==> config.mk <==
export PLATFORM = sky130hd
export DESIGN_NAME = seq_cntrl
export DESIGN_NICKNAME = d
export VERILOG_FILES = /design/src/rtl/seq_cntrl.sv
export SDC_FILE = /design/constraint.sdc
export NUM_CORES = 1
export LEC_CHECK = 0
export CAP_MARGIN = 5
export CORE_ASPECT_RATIO = 0.5
export CORE_UTILIZATION = 47
export CTS_BUF_LIST = sky130_fd_sc_hd__clkbuf_8
export CTS_CLUSTER_DIAMETER = 100
export DETAILED_ROUTE_END_ITERATION = 16
export PLACE_DENSITY = 0.93
export SLEW_MARGIN = 20
export SYNTH_ARGS = -nofsm -noshare
export SYNTH_HDL_FRONTEND = slang
export SYNTH_SLANG_ARGS = --single-unit
==> constraint.sdc <==
create_clock -name clk -period 2.8 [get_ports clk]
set_input_delay 0.42 -clock clk [delete_from_list [all_inputs] [get_ports clk]]
set_output_delay 0.42 -clock clk [all_outputs]
set_load 0.02 [all_outputs]
==> src/rtl/seq_cntrl.sv <==
// Multi-cycle instruction sequencer: FETCH/DECODE/EXECUTE/WRITE_BACK with halt/resume and an execute-timeout trap.
// Defining SEQ_PERF_CNT_EN adds the retired and stall_cycles performance counters.
module seq_cntrl #(
  parameter int          WIDTH        = 32,
  parameter logic [4:0]  HALT_OPC     = 5'h1F,
  parameter int          EXEC_TIMEOUT = 16
) (
  input  logic             clk,
  input  logic             reset,
  input  logic             run,
  output logic             imem_req,
  input  logic             imem_ready,
  input  logic [WIDTH-1:0] imem_inst,
  output logic [WIDTH-1:0] ir,
  output logic             ex_start,
  input  logic             ex_done,
  input  logic             wb_suppress,
  output logic             rf_write_en,
  output logic             pc_enable,
  output logic [2:0]       state,
  output logic             halted,
  output logic             exec_err
`ifdef SEQ_PERF_CNT_EN
  ,
  output logic [31:0]      retired,
  output logic [31:0]      stall_cycles
`endif
);

  typedef enum logic [2:0] {
    S_IDLE       = 3'd0,
    S_FETCH      = 3'd1,
    S_DECODE     = 3'd2,
    S_EXECUTE    = 3'd3,
    S_WRITE_BACK = 3'd4,
    S_HALT       = 3'd5,
    S_ERROR      = 3'd6
  } state_t;

  localparam int                CNT_W       = (EXEC_TIMEOUT < 2) ? 1 : $clog2(EXEC_TIMEOUT + 1);
  localparam logic [CNT_W-1:0]  TIMEOUT_CNT = CNT_W'(EXEC_TIMEOUT);

  state_t           cur;
  logic             run_q;
  logic [CNT_W-1:0] exec_cnt;
  logic [CNT_W-1:0] cnt_next;
  logic             halt_exit;
  logic             timeout_hit;

  assign cnt_next    = exec_cnt + CNT_W'(1);
  assign halt_exit   = (cur == S_HALT) && run && !run_q;
  // ex_done in the timeout cycle takes priority, so the timeout only fires without it.
  assign timeout_hit = (EXEC_TIMEOUT != 0) && !ex_done && (cnt_next == TIMEOUT_CNT);

  // NOTE: all state updates use non-blocking assignments so every register samples pre-edge values.
  always_ff @(posedge clk or negedge reset) begin
    if (!reset) begin
      cur      <= S_IDLE;
      ir       <= '0;
      exec_cnt <= '0;
      run_q    <= 1'b0;
      ex_start <= 1'b0;
    end else begin
      run_q    <= run;
      ex_start <= 1'b0;
      case (cur)
        S_IDLE: if (run) cur <= S_FETCH;
        S_FETCH: begin
          if (imem_ready) begin
            ir  <= imem_inst;
            cur <= S_DECODE;
          end
        end
        S_DECODE: begin
          exec_cnt <= '0;
          if (ir[WIDTH-1:WIDTH-5] == HALT_OPC) begin
            cur <= S_HALT;
          end else begin
            cur      <= S_EXECUTE;
            ex_start <= 1'b1;
          end
        end
        S_EXECUTE: begin
          exec_cnt <= cnt_next;
          if (ex_done)          cur <= S_WRITE_BACK;
          else if (timeout_hit) cur <= S_ERROR;
        end
        S_WRITE_BACK: cur <= run ? S_FETCH : S_IDLE;
        S_HALT:       if (halt_exit) cur <= S_FETCH;
        S_ERROR:      cur <= S_ERROR;
        default:      cur <= S_IDLE;
      endcase
    end
  end

  assign state       = cur;
  assign imem_req    = (cur == S_FETCH);
  assign rf_write_en = (cur == S_WRITE_BACK) && !wb_suppress;
  assign pc_enable   = (cur == S_WRITE_BACK) || halt_exit;
  assign halted      = (cur == S_HALT);
  assign exec_err    = (cur == S_ERROR);

`ifdef SEQ_PERF_CNT_EN
  always_ff @(posedge clk or negedge reset) begin
    if (!reset) begin
      retired      <= '0;
      stall_cycles <= '0;
    end else begin
      if ((cur == S_WRITE_BACK) || halt_exit)
        retired <= retired + 32'd1;
      if (((cur == S_FETCH) && !imem_ready) || ((cur == S_EXECUTE) && !ex_done))
        stall_cycles <= stall_cycles + 32'd1;
    end
  end
`endif

endmodule

Yosys cells after proc, flatten, opt, wreduce, memory -nomap -nowiden:

Index checks and enable logic that the tools add are counted.

* add/subtract/negate cells: 1
* eq/ne operators: 12
* muxes and demuxes: 11
* reductions and logical operators: 12

Operators by type and width (count)
* 3-bit case mux with 7 select lines: 1
* 3-bit two-way mux: 6
* 5-bit equality test (second input constant): 2
* 5-bit case mux with 2 select lines: 1
* 3-bit equality test (second input constant): 3
* 3-bit by 2-bit equality test with 1-bit output (second input constant): 2
* 5-bit by 1-bit adder with 5-bit output (second input constant): 1
* 1-bit logical AND: 4
* 2-bit by 1-bit != test with 1-bit output (second input constant): 2
* 4-bit AND reduction: 1
* 3-bit by 1-bit equality test with 1-bit output (second input constant): 1
* 1-bit logical NOT: 3
* 3-bit logical NOT: 1
* 1-bit two-way mux: 3
* 3-bit != test (second input constant): 1
* 2-bit != test (second input constant): 1
* 2-bit AND reduction: 1
* 2-bit nonzero test: 1
* 1-bit logical OR: 1

* flip-flop bits (word level): 42
* output and inout port bits: 41
* logic and storage cells: 41

Logic depth before layout (Yosys ltp):

Gate-level depths: netlist (run 1).

* depth after elaboration: 6
* gate-level depth with buffers: 5
* mapped depth without buffers: 5

Worst setup path after synthesis (run 1):

No wires, ideal clock.

* kind: register -> output
* from: register cur[1] (netlist: state[1])
* to: output port rf_write_en
* arrival: 1.242 ns
* data required time: 2.380 ns
* setup slack: 1.138 ns
* stages on the path, launching flop included: 4
* cells stage by stage: dfrtp_1 buf_2 nand2b_1 nor3_1

* word-level cells in the longest chain between the ends: 2

Ends and longest elaborated chain
* from (decl): line 43 `state_t cur;`
* from (signal assigned): line 88 `S_WRITE_BACK: cur <= run ? S_FETCH : S_IDLE;`
* 3-bit equality test: line 98 `assign rf_write_en = (cur == S_WRITE_BACK) && !wb_suppress;`
* 1-bit logical AND: line 98
* to (decl): line 18 `output logic rf_write_en,`

No other way between the ends.

Worst setup path after layout (run 1):

* from: register cur[0] (netlist: state[0])
* to: output port exec_err

* word-level cells in the longest chain between the ends: 1

Ends and longest elaborated chain
* 3-bit equality test: line 101 `assign exec_err = (cur == S_ERROR);`
* to (decl): line 22 `output logic exec_err`

No other way between the ends.

==> results of run 1 <==
-- critical path, cell delays in order (launching register included) --
cell and delay (ns):
dfrtp_1 0.56, nand2b_1 0.28, nor2_1 0.11, clkdlybuf4s50_1 0.61
-- where the power goes --
group	total [mW]	switching (mW)	internal, mW
Clock	0.394	0.199	0.195
Combinational	1.58	0.758	0.818
Sequential	1.14	0.238	0.904
-- metrics by stage --
step                hold slack, ns  total power, mW  worst slack [ns]  util [%]
floorplan                    0.124             1.98              1.14         -
global placement             0.467             2.67             0.598      73.9
detailed placement           0.474             2.74             0.537      73.9
CTS                          0.286             3.14             0.505      76.4
global route                 0.352             3.28             0.415      76.4
finish                       0.260             3.11             0.511      76.4
-- final timing paths --
kind / end / slack [ns] / cells past startpoint
max: exec_err / 0.51 / 3
min: ir[27] / 0.26 / 1
max reg2reg: ir[20] / 1.12 / 4
min reg2reg: ir[21] / 0.49 / 1
max in group asynchronous: ir[28] / 1.98 / 1
min in group clk: ir[21] / 0.49 / 1
-- per-layer routing --
metal	wire, µm	vias up	global-route usage [%]
met3	132	6	5.00
li1	-	674	-
met4	45	0	6.77
met5	0	-	0
met1	1760	693	24.8
met2	2210	26	39.5
-- cell usage in the layout, fill, tap and decap left out, types with 2 or more instances in the layout --
master           netlist  layout
a21oi_1                7       7
a22o_1                 2       2
clkbuf_8               0       6
clkdlybuf4s50_1        0      77
dfrtp_1               42      42
inv_1                  3       4
mux2_1                30      30
mux2_2                 2       2
nand2_1               10      10
nand2b_1               5       5
nand3_1                4       4
nor2_1                 7       7
nor2b_1                3       3
nor3_1                 5       5
o21ai_0                7       7
-- cell type report --
type / instances / area (µm²)
sequential: 42 / 1050
fill: 232 / 841
timing repair buffer: 79 / 796
multi-input combinational: 94 / 712
clock buffer: 6 / 82.6
tap: 51 / 63.8
inverter: 3 / 11.3
clock inverter: 2 / 8.76
-- registers in the layout, summed over array words and instances, names as in the netlist --
signal / cells
run_q: 1
state: 3
exec_cnt: 5
ex_start: 1
ir: 32
-- kinds of logic after synthesis --
logic type,after synthesis,share of synthesized area (%)
mux,33,20.3
simple gates,39,11.1
buf+inv,9,3.29
fa+ha+maj,1,0.686
flops,42,57.7
compound gates,21,6.93
==> results.md, run 1 <==
* Outcome: complete, no violations
* Reg2reg start: state[0]
* Hold_buf cts at 0
* Root Buffer: clkbuf_8
* Critical Setup Path Class: reg -> out
* Worst Setup Start Kind: flop
* Syn Area/Cell at between 10 and 15 µm²
* DP Area at approximately 0.0026 mm²
* Clk_lat worst skew at 0.29 ns
* RSZ-0062 raised after global routing: no
* Setup TNS at 0 ns
* Hold Vio Cnt, Final at 0
* Vias/cell at roughly 5
* Worst slew pin tran at ~0.91 ns
* Cell Count Post-Placement at between 200 and 300
* CP Capture Type: output port
* Vias in the first global route at about 1.4k
* Fin nets at ~260
* Largest net degree at the start of global routing at between 40 and 50
* Synth area leaders: dfrtp_1 58%, mux2_1 19%, nand2_1 2.1%
* Syn_nets at 184
* Initial Utilization at just over 50%
* Synth cell count leaders: 42 x dfrtp_1, 30 x mux2_1, 10 x nand2_1
* Final critical-path required period at between 2 and 2.5 ns
* Final Max Slew Viols at 0
* Crit path launch: state[0]
* Mapped Area at 0.00182 mm²
* Post-DP HPWL at approximately 3 mm
* Fin cells at between 200 and 300
* Htree depth at 2
* Crit share post-route at 81.7%
* Die width at 90.1 µm
* TritonCTS buffer count at 5
* Worst-path clk slew at approximately 0.08 ns
* CP Max Fanout at 17
* Ports at slightly below 80
* DRC Markers at 0
* Req. time, crit path at 2.38 ns
* Critical Path AT at 1.87 ns
* Achievable Freq at about 440 MHz
* DRT antenna net count at 0
* Setup-failing EPs final at 0
* Yosys warns at 0
* All-Layer GR Usage at a little over a fifth
* Drt wl/cell at 15.0 µm
* Rel. slew slack at just under 40%
* TritonRoute pass-1 iters at 4
* Worst VDD drop at about 0.64 mV
* Post-CTS Resized at 0
* Synth-to-Final Area Change at 49.5%
* Clk_skew at 0.00859 ns
* Post-CTS setup buffer count at 0
* Antenna violations before repair at 0
* First-pass GRT wire length at about 6.5 mm
* Post-synth top area cell: dfrtp_1
* Final Cell Area at approximately 0.0027 mm²
* Clock sink count at 42
* PortBufs at 78
* Site row count at 15
* Seq/Total Area, Yosys at around 58%
* Die H at about 46 µm
* Post-synth EDFFs at 0
* Async set or reset register ratio after synthesis at 100%
* CTS tree: yes
* Gr ovfl total at 0
* Most common cell in the netlist: dfrtp_1
* 1st-iter DRT viols at 45
* Leakage dissipation at 1.14 nW
* Diodes inserted at 0
* Deepest clock path buffer count at 2
* Top FF cell, synth: dfrtp_1
* Core area at around 0.0036 mm²
* Synthesized instance count at around 150
* Gpl congestion at a little under 0.8
* Die area at slightly above 0.004 mm²
* Max-cap viol count at 0
* PwrDens at around 1100 mW/mm²
* Hold Crit Class: in -> async
* Distinct cells, synth at 27
* Yosys top cell area share at between 50% and 60%
* DR vias at 1399
* Layout cells sized above 1 at around 5.8%
* Synth Register Bits at between 40 and 50
* Final wirelength at a little over 4 mm
(Power assumes the default switching activity.)
==> inputs of run 2 (changes only) <==
- CORE_UTILIZATION: 47 -> 39
- PLACE_DENSITY: 0.93 -> 0.83
- clock period: 2.8 -> 2 ns (I/O delays scaled with it)
==> results.md, run 2 (synthesized netlist as in run 1, its figures left out) <==
* Outcome: complete, no violations (unchanged)
* Root Buffer: clkbuf_8 (unchanged)
* Leakage dissipation at 1.22 nW (was 1.14 nW)
* Clk_lat worst skew at 0.29 ns (about the same)
* Achievable Freq at roughly 540 MHz
* Final critical-path required period at 1.85 ns
* CP Max Fanout at 11 (was 17)
* Ports at 79 (unchanged)
* Final Max Slew Viols at 0 (unchanged)
* Worst Setup Start Kind: flop (unchanged)
* Gpl congestion at 0.774 (was 0.781)
* Most flop-heavy register: ir (unchanged)
* Final wirelength at 4.28 mm (was 4.14 mm)
* DRC Markers at 0 (unchanged)
* Vias in the first global route at 1506 (was 1386)
* Gr ovfl total at 0 (unchanged)
* DR vias at 1448 (was 1399)
* Core area at 0.00445 mm² (was 0.00357 mm²)
* Die width at 98.7 µm (was 90.1 µm)
* CP Capture Type: output port (unchanged)
* Met2 GRT Util at 34.9% (was 39.5%)
* Initial Utilization at 41.0% (was 51.1%)
* Met3 Track Usage GR at 3.90% (was 5.00%)
* First-pass GRT wire length at 7.14 mm (was 6.49 mm)
* Htree depth at 2 (unchanged)
* Commonest non-fill, non-tap cell in the layout: clkdlybuf4s50_1 (unchanged)
* Post-DP HPWL at 3.19 mm (was 3.06 mm)
* Commonest non-fill, non-tap cells in the layout: 72 x clkdlybuf4s50_1, 41 x dfrtp_1, 30 x mux2_1 (was 77 x clkdlybuf4s50_1, 42 x dfrtp_1, 30 x mux2_1)
* Crit share post-route at between 90% and 100%
* Critical Path AT at 1.55 ns (was 1.87 ns)
* TritonCTS buffer count at 5 (unchanged)
* Worst VDD drop at 0.711 mV (was 0.635 mV)
* Worst slew pin tran at 0.454 ns (was 0.914 ns)
* Final core occ at 62.8% (was 76.4%)
* Largest net degree at the start of global routing at 36 (was 43)
* Rel. slew slack at 69.7% (was 39.0%)
* Critical Setup Path Class: reg -> out (unchanged)
* All-Layer GR Usage at 18.6% (was 21.0%)
* Fin nets at 271 (was 264)
* Die H at 50.3 µm (was 46.0 µm)
* Vias/cell at 4.99 (was 5.05)
* Diodes inserted at 0 (unchanged)
* Total chip power at 4.41 mW (was 3.11 mW)
* PwrDens at 1580 mW/mm² (was 1140 mW/mm²)
* 1st-iter DRT viols at 76 (was 45)
* PortBufs at 78 (unchanged)
* Antenna violations before repair at 0 (unchanged)
* Largest register FFs at 32 (unchanged)
* Hold Vio Cnt, Final at 0 (unchanged)
* TritonRoute pass-1 iters at 4 (unchanged)
* Met1 usage at 21.6% (was 24.8%)
* Hold Crit Class: in -> async (unchanged)
* Synth-to-Final Area Change at 53.1% (was 49.5%)
* CTS tree: yes (unchanged)
* Fin cells at 290 (was 277)
* Req. time, crit path at 1.70 ns (was 2.38 ns)
* GR peak layer: met2 (unchanged)
* Deepest clock path buffer count at 2 (unchanged)
* Max-cap viol count at 0 (unchanged)
* Cell Count Post-Placement at 281 (was 269)
* RSZ-0062 raised after global routing: no (unchanged)
* Setup-failing EPs final at 0 (unchanged)
* Clock sink count at 42 (unchanged)
* Die area at 0.00497 mm² (was 0.00415 mm²)
* Setup TNS at 0 ns (unchanged)
* Site row count at 17 (was 15)
* DRT antenna net count at 0 (unchanged)
* Layout cells sized above 1 at 8.58% (was 5.75%)
* Worst-path clk slew at 0.08 ns (about the same)
* Fillers at 348 (was 232)
* Drt wl/cell at 14.8 µm (was 15.0 µm)
* Clk_skew at 0.00809 ns (was 0.00859 ns)
[run 2: cell types whose count changed in the layout (fill, tap and decap cells not counted)]
cell	change
dlymetal6s2s_1	+2
clkdlybuf4s50_1	-5
dlygate4sd2_1	+3
buf_4	+6
dlygate4sd3_1	+1
dfrtp_1	-1
dfrtp_2	+1
[run 2: layout make-up]
type                       count  area (µm²)  share of cell area [%]
clock buffer                   6        82.6                    2.96
clock inverter                 2        8.76                   0.314
inverter                       3        11.3                   0.404
multi-input combinational     94         712                    25.5
sequential                    42        1050                    37.7
tap                           57        71.3                    2.56
timing repair buffer          86         852                    30.5
[run 2: path summary, 6_finish.rpt]
check                      slack, ns  cells after the start     start        to
max                             0.15                      2  state[0]  state[0]
min                             0.37                      2     reset    ir[16]
max reg2reg                     0.34                      5  state[2]    ir[19]
min reg2reg                     0.49                      1    ir[21]    ir[21]
max in group asynchronous       0.94                      3     reset    ir[28]
min in group clk                0.49                      1    ir[21]    ir[21]
[run 2: power breakdown]
part	leakage, nW	internal [mW]	switching, mW
Sequential	0.498	1.27	0.281
Clock	0.0524	0.273	0.276
Combinational	0.667	1.17	1.13
Total	1.22	2.72	1.69
[run 2: metrics by stage]
step                instance area [µm²]  hold WS, ns  setup slack, ns
global route                       2790        0.392            0.101
finish                             2790        0.369            0.152
global placement                   2690        0.147            0.101
detailed placement                 2690        0.149           0.0461
CTS                                2780        0.364           0.0134
floorplan                          1820      0.00441            0.458
[run 2: metal layers]
metal	vias up	part of all wire [%]
li1	678	-
met1	727	42
met2	35	54
met3	8	2.9
met4	0	1.6
met5	-	0
[run 2: worst max-delay path: stages (launching register included)]
cell and delay [ns]:
dfrtp_2 0.45, buf_4 0.20, clkdlybuf4s50_1 0.61
[run 2: repair_timing]
action,4_1_cts,5_1_grt
endpoints found under the hold margin,7,0
pin swaps,0,0
setup endpoints to repair,3,3
hold buffers,1,0
setup buffers,0,0
gates resized for setup,3,3
